## src/rtl/gmii_fcs_check.sv

```systemverilog
// gmii_fcs_check
// In-line GMII receive frame checker. Bytes pass through unchanged with a fixed
// 2-cycle latency. A frame with a bad preamble/SFD, bad FCS, bad length or any
// in_er is flagged by out_er on its last byte so that the downstream packet
// FIFO drops it. frame_done/frame_ok report the verdict on that same byte.
//
// Build option: define GMII_FCS_STATS_EN to enable the good / CRC-error /
// length-error frame counters. When it is undefined the counter outputs are
// tied to zero and no counter registers exist.
module gmii_fcs_check #(
  parameter int MIN_LEN    = 64,
  parameter int MAX_LEN    = 1522,
  parameter int STAT_WIDTH = 32
) (
  input  logic                  clk,
  input  logic                  rst,
  input  logic [7:0]            in_data,
  input  logic                  in_dv,
  input  logic                  in_er,
  output logic [7:0]            out_data,
  output logic                  out_dv,
  output logic                  out_er,
  output logic                  frame_done,
  output logic                  frame_ok,
  output logic [STAT_WIDTH-1:0] good_cnt,
  output logic [STAT_WIDTH-1:0] crc_err_cnt,
  output logic [STAT_WIDTH-1:0] len_err_cnt
);

  // Receive states. SKIP swallows the tail of a frame cut by reset.
  localparam logic [1:0] ST_SKIP = 2'd0;
  localparam logic [1:0] ST_IDLE = 2'd1;
  localparam logic [1:0] ST_PRE  = 2'd2;
  localparam logic [1:0] ST_DATA = 2'd3;

  localparam logic [7:0]  PRE_BYTE    = 8'h55;
  localparam logic [7:0]  SFD_BYTE    = 8'hD5;
  localparam logic [31:0] CRC_INIT    = 32'hFFFF_FFFF;
  localparam logic [31:0] CRC_POLY    = 32'hEDB8_8320;
  // Register value left after running data plus its own FCS through the CRC.
  localparam logic [31:0] CRC_RESIDUE = 32'hDEBB_20E3;
  localparam logic [11:0] LEN_SAT     = 12'd4095;
  localparam logic [11:0] MIN_LEN_L   = 12'(MIN_LEN);
  localparam logic [11:0] MAX_LEN_L   = 12'(MAX_LEN);

  // One byte of reflected CRC-32, data consumed LSB first.
  function automatic logic [31:0] crc32_byte(input logic [31:0] crc, input logic [7:0] data);
    logic [31:0] c;
    c = crc;
    for (int i = 0; i < 8; i++) begin
      if (c[0] ^ data[i]) begin
        c = {1'b0, c[31:1]} ^ CRC_POLY;
      end else begin
        c = {1'b0, c[31:1]};
      end
    end
    return c;
  endfunction

  logic [1:0]  state_r, state_s;
  logic [31:0] crc_r, crc_s;
  logic [11:0] len_r, len_s;
  logic        pre_bad_r, pre_bad_s;
  logic        er_seen_r, er_seen_s;
  logic        eof_s;
  logic        pre_end_s, crc_bad_s, len_bad_s, bad_s;
  logic [7:0]  s1_data_r;
  logic        s1_dv_r, s1_er_r;

  // Frame verdict, only meaningful in the cycle where eof_s is high.
  assign pre_end_s = (state_r == ST_PRE);
  assign crc_bad_s = (crc_r != CRC_RESIDUE);
  assign len_bad_s = (len_r < MIN_LEN_L) | (len_r > MAX_LEN_L);
  assign bad_s     = crc_bad_s | len_bad_s | pre_bad_r | er_seen_r | pre_end_s;

  // Next state, running CRC, length and sticky error flags for the frame in flight.
  always_comb begin
    state_s   = state_r;
    crc_s     = crc_r;
    len_s     = len_r;
    pre_bad_s = pre_bad_r;
    er_seen_s = er_seen_r;
    eof_s     = 1'b0;
    case (state_r)
      ST_SKIP: begin
        if (!in_dv) begin
          state_s = ST_IDLE;
        end else begin
          state_s = ST_SKIP;
        end
      end
      ST_IDLE: begin
        if (in_dv) begin
          crc_s     = CRC_INIT;
          len_s     = 12'd0;
          er_seen_s = 1'b0;
          if (in_data == SFD_BYTE) begin
            state_s   = ST_DATA;
            pre_bad_s = 1'b0;
          end else if (in_data == PRE_BYTE) begin
            state_s   = ST_PRE;
            pre_bad_s = 1'b0;
          end else begin
            state_s   = ST_PRE;
            pre_bad_s = 1'b1;
          end
        end else begin
          state_s = ST_IDLE;
        end
      end
      ST_PRE: begin
        if (in_dv) begin
          er_seen_s = er_seen_r | in_er;
          if (in_data == SFD_BYTE) begin
            state_s = ST_DATA;
          end else if (in_data == PRE_BYTE) begin
            state_s = ST_PRE;
          end else begin
            state_s   = ST_PRE;
            pre_bad_s = 1'b1;
          end
        end else begin
          eof_s     = 1'b1;
          state_s   = ST_IDLE;
          crc_s     = CRC_INIT;
          len_s     = 12'd0;
          pre_bad_s = 1'b0;
          er_seen_s = 1'b0;
        end
      end
      ST_DATA: begin
        if (in_dv) begin
          er_seen_s = er_seen_r | in_er;
          crc_s     = crc32_byte(crc_r, in_data);
          if (len_r == LEN_SAT) begin
            len_s = len_r;
          end else begin
            len_s = len_r + 12'd1;
          end
        end else begin
          eof_s     = 1'b1;
          state_s   = ST_IDLE;
          crc_s     = CRC_INIT;
          len_s     = 12'd0;
          pre_bad_s = 1'b0;
          er_seen_s = 1'b0;
        end
      end
      default: begin
        state_s = ST_SKIP;
      end
    endcase
  end

  // Frame-tracking state registers.
  always_ff @(posedge clk or posedge rst) begin
    if (rst) begin
      state_r   <= ST_SKIP;
      crc_r     <= CRC_INIT;
      len_r     <= 12'd0;
      pre_bad_r <= 1'b0;
      er_seen_r <= 1'b0;
    end else begin
      state_r   <= state_s;
      crc_r     <= crc_s;
      len_r     <= len_s;
      pre_bad_r <= pre_bad_s;
      er_seen_r <= er_seen_s;
    end
  end

  // Two-stage data pipeline; verdict merged into out_er on the last byte.
  always_ff @(posedge clk or posedge rst) begin
    if (rst) begin
      s1_data_r  <= 8'd0;
      s1_dv_r    <= 1'b0;
      s1_er_r    <= 1'b0;
      out_data   <= 8'd0;
      out_dv     <= 1'b0;
      out_er     <= 1'b0;
      frame_done <= 1'b0;
      frame_ok   <= 1'b0;
    end else begin
      s1_data_r  <= in_data;
      s1_dv_r    <= in_dv & (state_r != ST_SKIP);
      s1_er_r    <= in_er & (state_r != ST_SKIP);
      out_data   <= s1_data_r;
      out_dv     <= s1_dv_r;
      out_er     <= s1_er_r | (eof_s & bad_s);
      frame_done <= eof_s;
      frame_ok   <= eof_s & ~bad_s;
    end
  end

`ifdef GMII_FCS_STATS_EN
  localparam logic [STAT_WIDTH-1:0] STAT_ONE = {{(STAT_WIDTH-1){1'b0}}, 1'b1};

  // Frame statistics: exactly one counter moves per completed frame. A frame
  // that never saw an SFD is a length error; otherwise FCS mismatch wins over
  // length/preamble errors. A frame bad only because of in_er has corrupted
  // data and is counted with the CRC errors.
  always_ff @(posedge clk or posedge rst) begin
    if (rst) begin
      good_cnt    <= '0;
      crc_err_cnt <= '0;
      len_err_cnt <= '0;
    end else if (eof_s) begin
      if (pre_end_s) begin
        len_err_cnt <= len_err_cnt + STAT_ONE;
      end else if (crc_bad_s) begin
        crc_err_cnt <= crc_err_cnt + STAT_ONE;
      end else if (len_bad_s | pre_bad_r) begin
        len_err_cnt <= len_err_cnt + STAT_ONE;
      end else if (er_seen_r) begin
        crc_err_cnt <= crc_err_cnt + STAT_ONE;
      end else begin
        good_cnt <= good_cnt + STAT_ONE;
      end
    end else begin
      good_cnt    <= good_cnt;
      crc_err_cnt <= crc_err_cnt;
      len_err_cnt <= len_err_cnt;
    end
  end
`else
  assign good_cnt    = '0;
  assign crc_err_cnt = '0;
  assign len_err_cnt = '0;
`endif

endmodule

```

## config.mk

```make
export PLATFORM = sky130hd
export DESIGN_NAME = gmii_fcs_check
export DESIGN_NICKNAME = d
export VERILOG_FILES = /design/src/rtl/gmii_fcs_check.sv
export SDC_FILE = /design/constraint.sdc
export NUM_CORES = 1
export LEC_CHECK = 0
export BUFFER_PORTS_ARGS = -buffer_cell sky130_fd_sc_hd__buf_4
export CORE_UTILIZATION = 59
export CTS_BUF_LIST = sky130_fd_sc_hd__clkbuf_8
export DETAILED_ROUTE_END_ITERATION = 8
export GPL_ROUTABILITY_DRIVEN = 0
export PLACE_DENSITY = 0.95
export SLEW_MARGIN = 0
export SYNTH_ARGS = -nofsm -noshare
export SYNTH_HDL_FRONTEND = slang
export SYNTH_SLANG_ARGS = --single-unit
```

## constraint.sdc

```tcl
create_clock -name clk -period 4.1 [get_ports clk]
set_input_delay 0.41 -clock clk [delete_from_list [all_inputs] [get_ports clk]]
set_output_delay 0.41 -clock clk [all_outputs]
set_load 0.01 [all_outputs]
```

==> reports/qor.yml <==
cells_and_area:
  area_delta_synth_final_pct: 2.49
  diodes: 0
  finalInstanceArea_mm2: 0.00442
  seq_area_mm2: 0.00179
  multi_input_area_mm2: 0.00210
  drive_gt1_frac: 0.207
  final_nets: 456
  layout.cells.most_common: "conb_1"
  mostFrequentLayoutCells: "conb_1 (96), xnor2_1 (46), dfrtp_1 (38), nor2_1 (33), dfstp_2 (32)"
  fillers: 537
synthesis:
  synthDistinctLibCells: 43
  yosysSeqAreaShare: 0.415
  synth_top_area_frac: 0.220
  syn_inst: 414
  synthesis.area_mm2: 0.00432
  yosys-top-cells-area: "dfrtp_1 (22%), dfstp_2 (19%), buf_4 (17%), xnor2_1 (9.3%), xnor2_2 (3.4%)"
  syn_area_per_cell_um2: 10.4
  ys_ff_latch: 70
  synth_top_area_cell: "dfrtp_1"
  yosys_warnings: 0
floorplan:
  pin_count: 120
  start_util: 0.621
  dieHeight_um: 87.5
  core_mm2: 0.00694
  die_w_um: 87.5
  fp-row-count: 30
  fp.dieArea_mm2: 0.00766
global_route:
  antenna_found_initial: 0
  grt_first_pass_wirelength_um: 13300
  grt_pass1_vias: 2578
  grt_use_total: 0.236
  overflow: 0
  grt_max_degree: 53
timing:
  min_period_ns: 2.54
  period_share: 0.619
  maxSlewHeadroom: 0.167
  max_freq_ghz: 0.394
  drv_slew: 0
  finalSetupTns_ns: 0
  setup_violations: 0
  timing.final.ws_setup_ns: 1.56
  tightest_slew_ns: 1.24
  skew_ns: 0.0108
  rsz0062_at_grt: "no"
  hold_violations: 0
worst_hold_path:
  hold_class: "in -> reg"
placed_design:
  detailed_place_hpwl_um: 5900
  dpl_worst_slack_ns: 1.63
  placed_area_mm2: 0.00423
  portBuffers: 23
route:
  routedWlPerCell_um: 15.6
  first_pass_iters: 5
  route.vias.total: 2876
  drc: 0
  drtIter0Drc: 313
  routed_wl_um: 8400
  viasPerCell: 5.33
  antenna_left: 0
flow_run:
  maxCapViolCount: 0
power_and_ir_drop:
  leakage_uw: 0.00197
  ir_drop_mv: 0.166
  powerDensity_mw_per_mm2: 448
setup_path:
  start_kind: "flip-flop"
  arrival_ns: 2.77
  worst-r2r-setup-slack_ns: 1.56
  worstSetupPathType: "reg -> reg"
  critPathRequiredTime_ns: 4.33
  crit_path_end_kind: "flip-flop"
  crit_path_max_fanout: 17
clock_tree:
  htreeDepth: 3
  ctsRootBufferMaster: "clkbuf_8"
  cts_buffers: 9
  cts.sinks: 70
  clk_latency_ns: 0.36
  clkTransAtPathRegs_ns: 0.08
  cts_tree: "built"
  cts_buffer_depth: 2
  hold_buffers: 0
  postCtsSetupBuffers: 0
  cts_resized: 0
status:
  status: "completed"
[synthesized netlist by cell type (all sizes together)]
cell type and number:
a211o 2, a211oi 1, a21o 2, a21oi 20, a31o 2, a31oi 5
a41oi 1, and3 4, and4b 1, buf 97, clkbuf 9, conb 1
dfrtp 38, dfstp 32, ha 5, inv 6, mux2i 1, nand2 7
nand2b 2, nand3 10, nand4 4, nand4b 4, nor2 33, nor2b 1
nor3 4, nor3b 1, nor4 5, nor4b 1, nor4bb 2, o21ai 19
o22a 14, o311ai 1, o31ai 4, or3 1, or4 1, xnor2 55
xnor3 3, xor2 15
[final timing paths]
check / start / to / depth (start not counted)
worst min-delay path: in_data[3] / s1_data_r[3] / 1
worst max-delay path: state_r[0] / crc_r[29] / 4
worst max register to register: state_r[0] / crc_r[29] / 4
min in group asynchronous: rst / frame_done / 2
max in group asynchronous: rst / s1_dv_r / 3
worst min register to register: s1_data_r[2] / out_data[2] / 0
[final cells by class]
type / instances / area share
clock buffers: 9 / 0.0280
clock inverters: 7 / 0.0167
inverters: 6 / 0.00509
multi-input cells: 327 / 0.476
flip-flops and latches: 70 / 0.405
well taps: 96 / 0.0272
repair buffers: 25 / 0.0424
[sequential cells by signal, summed over array words and instances (netlist names), 2 cells and up]
name,flops
crc_r,32
s1_data_r,8
out_data,8
len_r,12
state_r,2
[where the power goes]
part | total [uW] | switching, uW | internal, uW
Clock | 558 | 275 | 282
Combinational | 619 | 362 | 258
Sequential | 806 | 46.1 | 760
[cells by family (layout without fill, tap and decap cells)]
group,Yosys count,after routing,synth area share
other,1,96,0.000869
flip-flops,70,70,0.415
buffers and inverters,112,47,0.181
XOR/XNOR,73,73,0.185
multiplexers,1,1,0.00232
adder cells (fa/ha/maj),5,5,0.0145
AO/OA/AOI/OAI,71,71,0.105
AND/OR/NAND/NOR,81,81,0.0963
[worst max-delay path, cell delays in order (launching register included)]
cell     delay, ns
dfrtp_1       0.44
ha_1          0.48
nand2_1       0.30
nor2_1        1.00
a21oi_1       0.18
[per-layer routing]
metal / wire, um / track usage / share of wire / vias to the layer above
li1: - / - / - / 1259
met1: 3380 / 0.294 / 0.40 / 1423
met2: 4200 / 0.379 / 0.50 / 158
met3: 450 / 0.0464 / 0.054 / 36
met4: 362 / 0.149 / 0.043 / 0
met5: 0 / 0 / 0 / -
[through the flow]
stage          std cells  hold slack [ns]  total power (uW)   util
2_1_floorplan        509            0.331              1350      -
3_3_place_gp         524            0.331              1390  0.608
3_5_place_dp         524            0.335              1420  0.608
4_1_cts              540            0.183              1980  0.637
5_1_grt              540            0.187              2070  0.637
6_report             540            0.190              1980  0.637
Power figures use the tool's default switching activity.
